===== src/rtl/operator_slot_sequencer.sv =====
// Walks the shared operator datapath across every slot once per sample tick and
// flags end-of-sample after the pipeline has drained.
package operator_slot_sequencer_pkg;
    typedef enum logic [2:0] {
        OP_NORMAL     = 3'd0,
        OP_BASS_DRUM  = 3'd1,
        OP_SNARE_DRUM = 3'd2,
        OP_TOM_TOM    = 3'd3,
        OP_TOP_CYMBAL = 3'd4,
        OP_HI_HAT     = 3'd5
    } operator_t;
endpackage

module operator_slot_sequencer
    import operator_slot_sequencer_pkg::*;
#(
    parameter int NUM_OPERATORS = 18,
    parameter int OP_SPACING    = 4,
    parameter int DRAIN_CYCLES  = 6
) (
    input  logic       clk,
    input  logic       reset,
    input  logic       sample_clk_en,
    input  logic       rhythm_en,
    output logic       op_sample_clk_en,
    output logic [4:0] op_num,
    output logic [3:0] ch_num,
    output logic       op_is_carrier,
    output operator_t  op_type,
    output logic       busy,
    output logic       sample_done,
    output logic       overrun
);
    localparam int DW = (DRAIN_CYCLES > 1) ? $clog2(DRAIN_CYCLES) : 1;
    localparam logic [4:0]    LAST_SLOT  = 5'(NUM_OPERATORS - 1);
    localparam logic [3:0]    SPC_LAST   = 4'(OP_SPACING - 1);
    localparam logic [DW-1:0] DRAIN_LAST = DW'(DRAIN_CYCLES - 1);

    typedef enum logic [1:0] {IDLE, ISSUE, DRAIN} state_t;

    state_t        state_q;
    logic [4:0]    slot_q;
    logic [4:0]    slot_d;
    logic [3:0]    spc_q;
    logic [DW-1:0] drn_q;
    logic          rhythm_q;

    logic          pulse_q;
    logic [4:0]    op_num_q;
    logic [3:0]    ch_num_q;
    logic          carrier_q;
    operator_t     type_q;
    logic          busy_q;
    logic          done_q;
    logic          overrun_q;

    // Channels 0-2 own slots {0,3},{1,4},{2,5}; each group of six slots covers three channels.
    function automatic logic [3:0] slot_ch(input logic [4:0] n);
        int v;
        v = int'(n);
        return 4'((v / 6) * 3 + (v % 3));
    endfunction

    function automatic logic slot_carrier(input logic [4:0] n);
        int v;
        v = int'(n);
        return (v % 6) >= 3;
    endfunction

    function automatic operator_t slot_type(input logic [4:0] n, input logic rhy);
        operator_t t;
        t = OP_NORMAL;
        if (rhy) begin
            case (n)
                5'd12, 5'd15: t = OP_BASS_DRUM;
                5'd13:        t = OP_HI_HAT;
                5'd14:        t = OP_TOM_TOM;
                5'd16:        t = OP_SNARE_DRUM;
                5'd17:        t = OP_TOP_CYMBAL;
                default:      t = OP_NORMAL;
            endcase
        end
        return t;
    endfunction

    always_comb begin
        slot_d = slot_q + 5'd1;
    end

    always_ff @(posedge clk) begin
        if (reset) begin
            state_q   <= IDLE;
            slot_q    <= '0;
            spc_q     <= '0;
            drn_q     <= '0;
            rhythm_q  <= 1'b0;
            pulse_q   <= 1'b0;
            op_num_q  <= '0;
            ch_num_q  <= '0;
            carrier_q <= 1'b0;
            type_q    <= OP_NORMAL;
            busy_q    <= 1'b0;
            done_q    <= 1'b0;
            overrun_q <= 1'b0;
        end else begin
            pulse_q <= 1'b0;
            done_q  <= 1'b0;
            // busy_q also covers the sample_done cycle, so a tick there is dropped too.
            if (sample_clk_en && busy_q) begin
                overrun_q <= 1'b1;
            end
            case (state_q)
                IDLE: begin
                    if (sample_clk_en && !busy_q) begin
                        state_q   <= ISSUE;
                        rhythm_q  <= rhythm_en;
                        slot_q    <= '0;
                        spc_q     <= '0;
                        busy_q    <= 1'b1;
                        pulse_q   <= 1'b1;
                        op_num_q  <= '0;
                        ch_num_q  <= slot_ch(5'd0);
                        carrier_q <= slot_carrier(5'd0);
                        type_q    <= slot_type(5'd0, rhythm_en);
                    end else begin
                        busy_q <= 1'b0;
                    end
                end
                ISSUE: begin
                    if (spc_q == SPC_LAST) begin
                        spc_q     <= '0;
                        slot_q    <= slot_d;
                        pulse_q   <= 1'b1;
                        op_num_q  <= slot_d;
                        ch_num_q  <= slot_ch(slot_d);
                        carrier_q <= slot_carrier(slot_d);
                        type_q    <= slot_type(slot_d, rhythm_q);
                        if (slot_d == LAST_SLOT) begin
                            state_q <= DRAIN;
                            drn_q   <= '0;
                        end
                    end else begin
                        spc_q <= spc_q + 4'd1;
                    end
                end
                DRAIN: begin
                    if (drn_q == DRAIN_LAST) begin
                        done_q  <= 1'b1;
                        state_q <= IDLE;
                    end else begin
                        drn_q <= drn_q + DW'(1);
                    end
                end
                default: state_q <= IDLE;
            endcase
        end
    end

    assign op_sample_clk_en = pulse_q;
    assign op_num           = op_num_q;
    assign ch_num           = ch_num_q;
    assign op_is_carrier    = carrier_q;
    assign op_type          = type_q;
    assign busy             = busy_q;
    assign sample_done      = done_q;
    assign overrun          = overrun_q;
endmodule


===== config.mk =====
export PLATFORM = sky130hd
export DESIGN_NAME = operator_slot_sequencer
export DESIGN_NICKNAME = d
export VERILOG_FILES = /design/src/rtl/operator_slot_sequencer.sv
export SDC_FILE = /design/constraint.sdc
export NUM_CORES = 1
export LEC_CHECK = 0
export CAP_MARGIN = 5
export CORE_ASPECT_RATIO = 0.9
export CORE_MARGIN = 2
export CORE_UTILIZATION = 60
export DETAILED_ROUTE_END_ITERATION = 16
export GPL_ROUTABILITY_DRIVEN = 1
export PLACE_DENSITY = 0.85
export REMOVE_ABC_BUFFERS = 1
export SLEW_MARGIN = 25
export SYNTH_ARGS = -nofsm -noshare
export SYNTH_HDL_FRONTEND = slang
export SYNTH_SLANG_ARGS = --single-unit

===== constraint.sdc =====
create_clock -name clk -period 14.7 [get_ports clk]
set_clock_uncertainty 0.2 [all_clocks]
set_input_delay 2.94 -clock clk [delete_from_list [all_inputs] [get_ports clk]]
set_output_delay 2.94 -clock clk [all_outputs]
set_load 0.005 [all_outputs]

### After elaboration in Yosys (flattened, before gate mapping)

Cells that the tools add are included.

| cells by class | value |
|---|---|
| $lt $le $gt $ge | 1 |
| equal/unequal tests | 15 |
| add/subtract/negate cells | 4 |
| multiply operators | 1 |
| mux-type cells | 29 |
| divide/modulo/power cells | 3 |
| reductions and logical operators | 13 |
| bitwise logic cells | 1 |

Operators with widths:

| cell | number |
|---|---|
| $div 6x4->32 const B | 1 |
| $ge 32x3->1 const B | 1 |
| $mod 6x3->32 const B | 1 |
| $mod 6x4->32 const B | 1 |
| $mul 32x3->4 const B | 1 |
| $eq 5x4->1 const B | 4 |
| $mux 3 | 6 |
| $pmux 4 s2 | 2 |
| $pmux 3 s5 | 1 |
| $mux 4 | 3 |
| $pmux 3 s2 | 2 |
| $eq 5x5->1 const B | 2 |
| $mux 5 | 2 |
| $ne 2x2->1 const B | 5 |
| $pmux 5 s2 | 1 |
| $mux 2 | 4 |
| $reduce_and 4->1 | 2 |
| $pmux 2 s3 | 1 |
| $add 5x1->5 const B | 1 |
| $mux 1 | 5 |
| $add 4x1->4 const B | 1 |
| $add 4x4->4 | 1 |
| $eq 4x2->1 const B | 1 |
| $pmux 1 s2 | 2 |
| 12 further kinds | 16 |

| storage, ports and cells | value |
|---|---|
| bits in registers | 27 |
| bits of input ports | 4 |
| output and inout port bits | 17 |
| word-level logic and storage cells | 79 |

### Longest topological paths before layout

| depth | value |
|---|---|
| depth in word-level cells | 7 |
| mapped depth | 36 |
| gate-level depth less buffers | 34 |

### Least setup slack after synthesis

Ideal clock, no wire load.

| timing | value |
|---|---|
| path type | reg2reg |
| start | register op_num[1] (netlist name) |
| end | register ch_num_q[3] (netlist: ch_num[3]) |
| setup slack | 8.009 ns |
| arrival time | 6.374 ns |
| library setup time | 0.117 ns |
| stages on the path, launching flop included | 37 |
| path buffers | 2 |
| data required time | 14.383 ns |
| cell sequence | dfxtp_1 -> ha_1 -> buf_4 -> nand3_4 -> xor2_2 -> clkinv_4 -> ha_1 -> nor2b_1 -> nand2_1 -> o2111ai_2 -> and2_2 -> inv_1 -> ha_1 -> clkbuf_8 -> inv_1 -> nand3_4 -> o22a_4 -> o21a_1 -> nor2_1 -> ha_1 -> inv_1 -> o31ai_1 -> a21oi_1 -> a32oi_1 -> nand2b_1 -> mux2_2 -> ha_1 -> ha_1 -> inv_1 -> fa_1 -> xor2_1 -> xnor2_1 -> nand2_1 -> mux2_4 -> o311a_1 -> xor2_1 -> a22o_1 |

RTL lines:

| item | line | RTL |
|---|---|---|
| end signal: assignment | 122 | `ch_num_q <= slot_ch(5'd0);` |
| end signal: assignment | 135 | `ch_num_q <= slot_ch(slot_d);` |
| end: declaration | 50 | `logic [3:0] ch_num_q;` |

==> results.md <==
- Once placement finished, the instance area stood at 0.00230 mm^2.
- Counting flops with an async set or reset pin after synthesis yields a share of 0%.
- The cell chosen for the clock root is sky130_fd_sc_hd__clkbuf_8.
- The share of the cycle needed by the critical path after routing is 54.2%.
- The total number of yosys warnings is 0.
- The cell area that synthesis handed to floorplanning was 0.00215 mm^2.
- For this run the aggregate overflow at the end of global routing stands at 0.
- The worst register-to-register path begins at op_num[0].
- The initial antenna violation count is 0.
- The startpoint of the worst hold path is op_type[2].
- The clock latency reported for the late side of the worst-skew pair is 0.27 ns.
- The upper clock frequency limit is 125 MHz.
- The first global-routing pass estimated 7400 um of wire.
- Excluding fillers, the count of instances in the completed layout stands at 304.
- The detailed router finished its first iteration with 149 violations.
- In this run the tool buffered the top-level ports with 20 buffer cells.
- The setup slack on the worst flop-to-flop path is 6.73 ns.
- The required time reported for the critical path endpoint is 14.67 ns.
- The final number of hold-violating endpoints is 0.
- Setup violations remaining at the end of the flow were counted as 0.
- The core region is 0.00340 mm^2.
- In this design, the stage delay of the slowest critical-path cell is 0.70 ns.
- IR analysis of the VDD net gives a maximum drop of 54.9 uV.
- The number of buffers created by CTS is 3.
- The max-slew headroom at the worst pin is 51.0%.
- The routed design could run at a clock period as short as 7.97 ns.
- In the routed layout, each cell is associated on average with a via count of 6.05.
- After floorplanning, the core was divided into 20 placement rows.
- The worst hold path belongs to the class flip-flop to flip-flop.
- The maximum fanout along the worst path is 17.
- Including well taps, the total number of placed cells is 300.
- The synthesized design contains 0 enable-type register cells.
- sky130_fd_sc_hd__dfxtp_1 takes more of the synthesized area than any other cell.
- A synthesized cell averages 8.66 um^2.
- The overall via count from detail_route is 1839.
- Clock-pin slew was measured on the worst setup and hold paths at 0.09 ns.
- The clock net in this run drives a total of 27 sinks.
- Setup repair after global routing left no endpoint under its margin.
- The max capacitance violation total is 0.
- The clock tree from TritonCTS is yes.
- The start-to-end type of the worst setup path is flip-flop to flip-flop.
- The die covers 0.00408 mm^2.
- The top cell type's share of synthesized area is 25.2%.
- The placer congestion estimate is 0.847.
- The area added between synthesis and finish is 9.38%.
- Once the floorplan was initialized, standard cells occupied 63.1% of the core.
- The arrival time of data at the critical path endpoint is 7.94 ns.
- The netlist uses 68 different library cells.
- The worst hold endpoint is op_type[2].
- The routed wire length is 4420 um.
- After synthesis, the cell types taking the most area are sky130_fd_sc_hd__dfxtp_1 25%, sky130_fd_sc_hd__ha_1 9.9%, sky130_fd_sc_hd__nor2_1 4.4%.
- 0 antenna diodes ended up in the layout.
- At the end of the flow, the number of nets in the layout was 284.
- For this design the top-level I/O count stands at 21.
- The die is 67.1 um wide.
- Once layout is complete, the utilization of the core stands at 69.0%.
- The setup TNS after final layout is 0 ns.
- The detailed placer's ending HPWL is 3370 um.
- The run finished with clean final reports.
- The DRC violations left is 0.
- Sequential elements use 25.2% of the synthesized area.
- The slew at the pin closest to its max-slew limit is 0.732 ns.
- The clock passes through at most 2 buffers.
- The first detailed-routing pass took 4 iterations.
- In the synthesized netlist the dominant register cell turns out to be sky130_fd_sc_hd__dfxtp_1.
- The number of cells upsized or downsized after cts is 0.
- Dividing the detail-routed wire length by the instance count gives 14.5 um.
- Summing all non-filler instances in the final layout gives an area of 0.00235 mm^2.
- For this design the ratio of total power to cell area is 54.0 mW/mm^2.
- Among all stages on the critical path, the largest delay is contributed by sky130_fd_sc_hd__dfxtp_1.
- Buffers added to address setup during post-CTS repair amount to 0.
- After synthesis the netlist holds a flip-flop and latch count of 27.
- The number of routed nets with antenna violations is 0.
- The fraction of final layout cells with drive strength greater than 1 is 11.2%.
- The leakage component of the power is 0.903 nW.
- Along the worst hold path, the cell count comes to 2.
- The worst setup path is captured at a flip-flop.
- The final max-slew violation count was 0.
- The most common cell in the synthesized netlist is sky130_fd_sc_hd__dfxtp_1.
- The maximum number of pins on one net before global-route repair is 20.
- Global routing used 23.6% of the available tracks.
- The hold-fix buffer count after cts is 0.
- The startpoint type of the worst setup path is a flip-flop.
- CTS built an H-tree with a depth of 1.
- The floorplan die height is 60.8 um.
- The number of global-route vias before repair is 1628.
- Synthesis produced 248 cells.
- By instance count, the cell type seen most on the critical path is sky130_fd_sc_hd__ha_1.
- The cell depth of the worst flop-to-flop path is 34.
- Ranked by instance count, the synthesized netlist is headed by 27 x sky130_fd_sc_hd__dfxtp_1, 25 x sky130_fd_sc_hd__nor2_1, 24 x sky130_fd_sc_hd__nand2_1.
- The end of the worst register-to-register path is ch_num[3].
## cells by family after synthesis
group	synth area share, %
adders and majority gates	11.8
buffers and inverters	8.39
and+or+nand+nor	19.9
AOI/OAI and AO/OA	25.9
xor gates and xnor gates	5.71
muxes	3.14
DFF	25.2
## final cells by class
cell class	count	area (um^2)
Clock buffer	3	41.3
Clock inverter	1	5.00
Fill cell	302	1050
Inverter	20	80.1
Tap cell	44	55.1
Timing Repair Buffer	20	200
Multi-Input combinational cell	189	1430
Sequential cell	27	541
## worst max-delay path: cells and delay by family (launching register included)
family | cells | cell delay [ns]
XOR/XNOR | 4 | 0.90
AO/OA/AOI/OAI | 8 | 1.32
adder cells (fa/ha/maj) | 7 | 2.33
AND/OR/NAND/NOR | 8 | 1.30
buffers and inverters | 5 | 0.49
flip-flops | 1 | 0.70
multiplexers | 2 | 0.62
## cell usage in the layout, fill, tap and decap left out, types with 7 or more instances in the layout
| cell type | Yosys | routed |
|---|---|---|
| sky130_fd_sc_hd__dfxtp_1 | 27 | 27 |
| sky130_fd_sc_hd__nor2_1 | 25 | 25 |
| sky130_fd_sc_hd__nand2_1 | 24 | 24 |
| sky130_fd_sc_hd__clkdlybuf4s50_1 | 0 | 20 |
| sky130_fd_sc_hd__inv_1 | 18 | 18 |
| sky130_fd_sc_hd__ha_1 | 17 | 17 |
| sky130_fd_sc_hd__a21oi_1 | 13 | 13 |
| sky130_fd_sc_hd__nor2b_1 | 8 | 8 |
| sky130_fd_sc_hd__o21ai_0 | 8 | 8 |
| sky130_fd_sc_hd__nor3_1 | 7 | 7 |
## registers in the layout (all words and copies together) (netlist names)
signal            cells
op_num                5
sample_done           1
op_is_carrier         1
rhythm_q              1
op_type               3
state_q               2
spc_q                 4
drn_q                 3
ch_num                4
overrun               1
busy                  1
op_sample_clk_en      1
## layer usage
| layer | routed length, um | global-route usage (%) | part of all wire [%] |
|---|---|---|---|
| met1 | 2110 | 33.8 | 48 |
| met2 | 2030 | 36.9 | 46 |
| met3 | 251 | 5.75 | 5.7 |
| met4 | 35 | 3.79 | 0.79 |
| met5 | 0 | 0 | 0 |
## report_power, final
| part | switching [mW] | internal [mW] | leakage (nW) | total (mW) |
|---|---|---|---|---|
| logic | 0.00553 | 0.00407 | 0.659 | 0.00960 |
| registers | 0.00139 | 0.0746 | 0.219 | 0.0760 |
| clock network | 0.0222 | 0.0190 | 0.0255 | 0.0412 |
## how the worst max path moves through the flow
stage	startpoint	end	cells after the start
floorplan	op_num[0]	ch_num[3]	34
global placement	op_num[0]	ch_num[3]	34
detailed placement	op_num[0]	ch_num[3]	34
CTS	op_num[0]	ch_num[3]	34
global route	op_num[0]	ch_num[3]	34
finish	op_num[0]	ch_num[3]	34
## stage by stage
stage | setup WS [ns] | hold WS (ns) | power, mW
floorplan | 7.64 | 0.239 | 0.0827
global placement | 7.09 | 0.244 | 0.0868
detailed placement | 6.86 | 0.249 | 0.0871
CTS | 6.81 | 0.273 | 0.128
global route | 6.16 | 0.298 | 0.132
finish | 6.73 | 0.268 | 0.127
(Power assumes the default switching activity.)
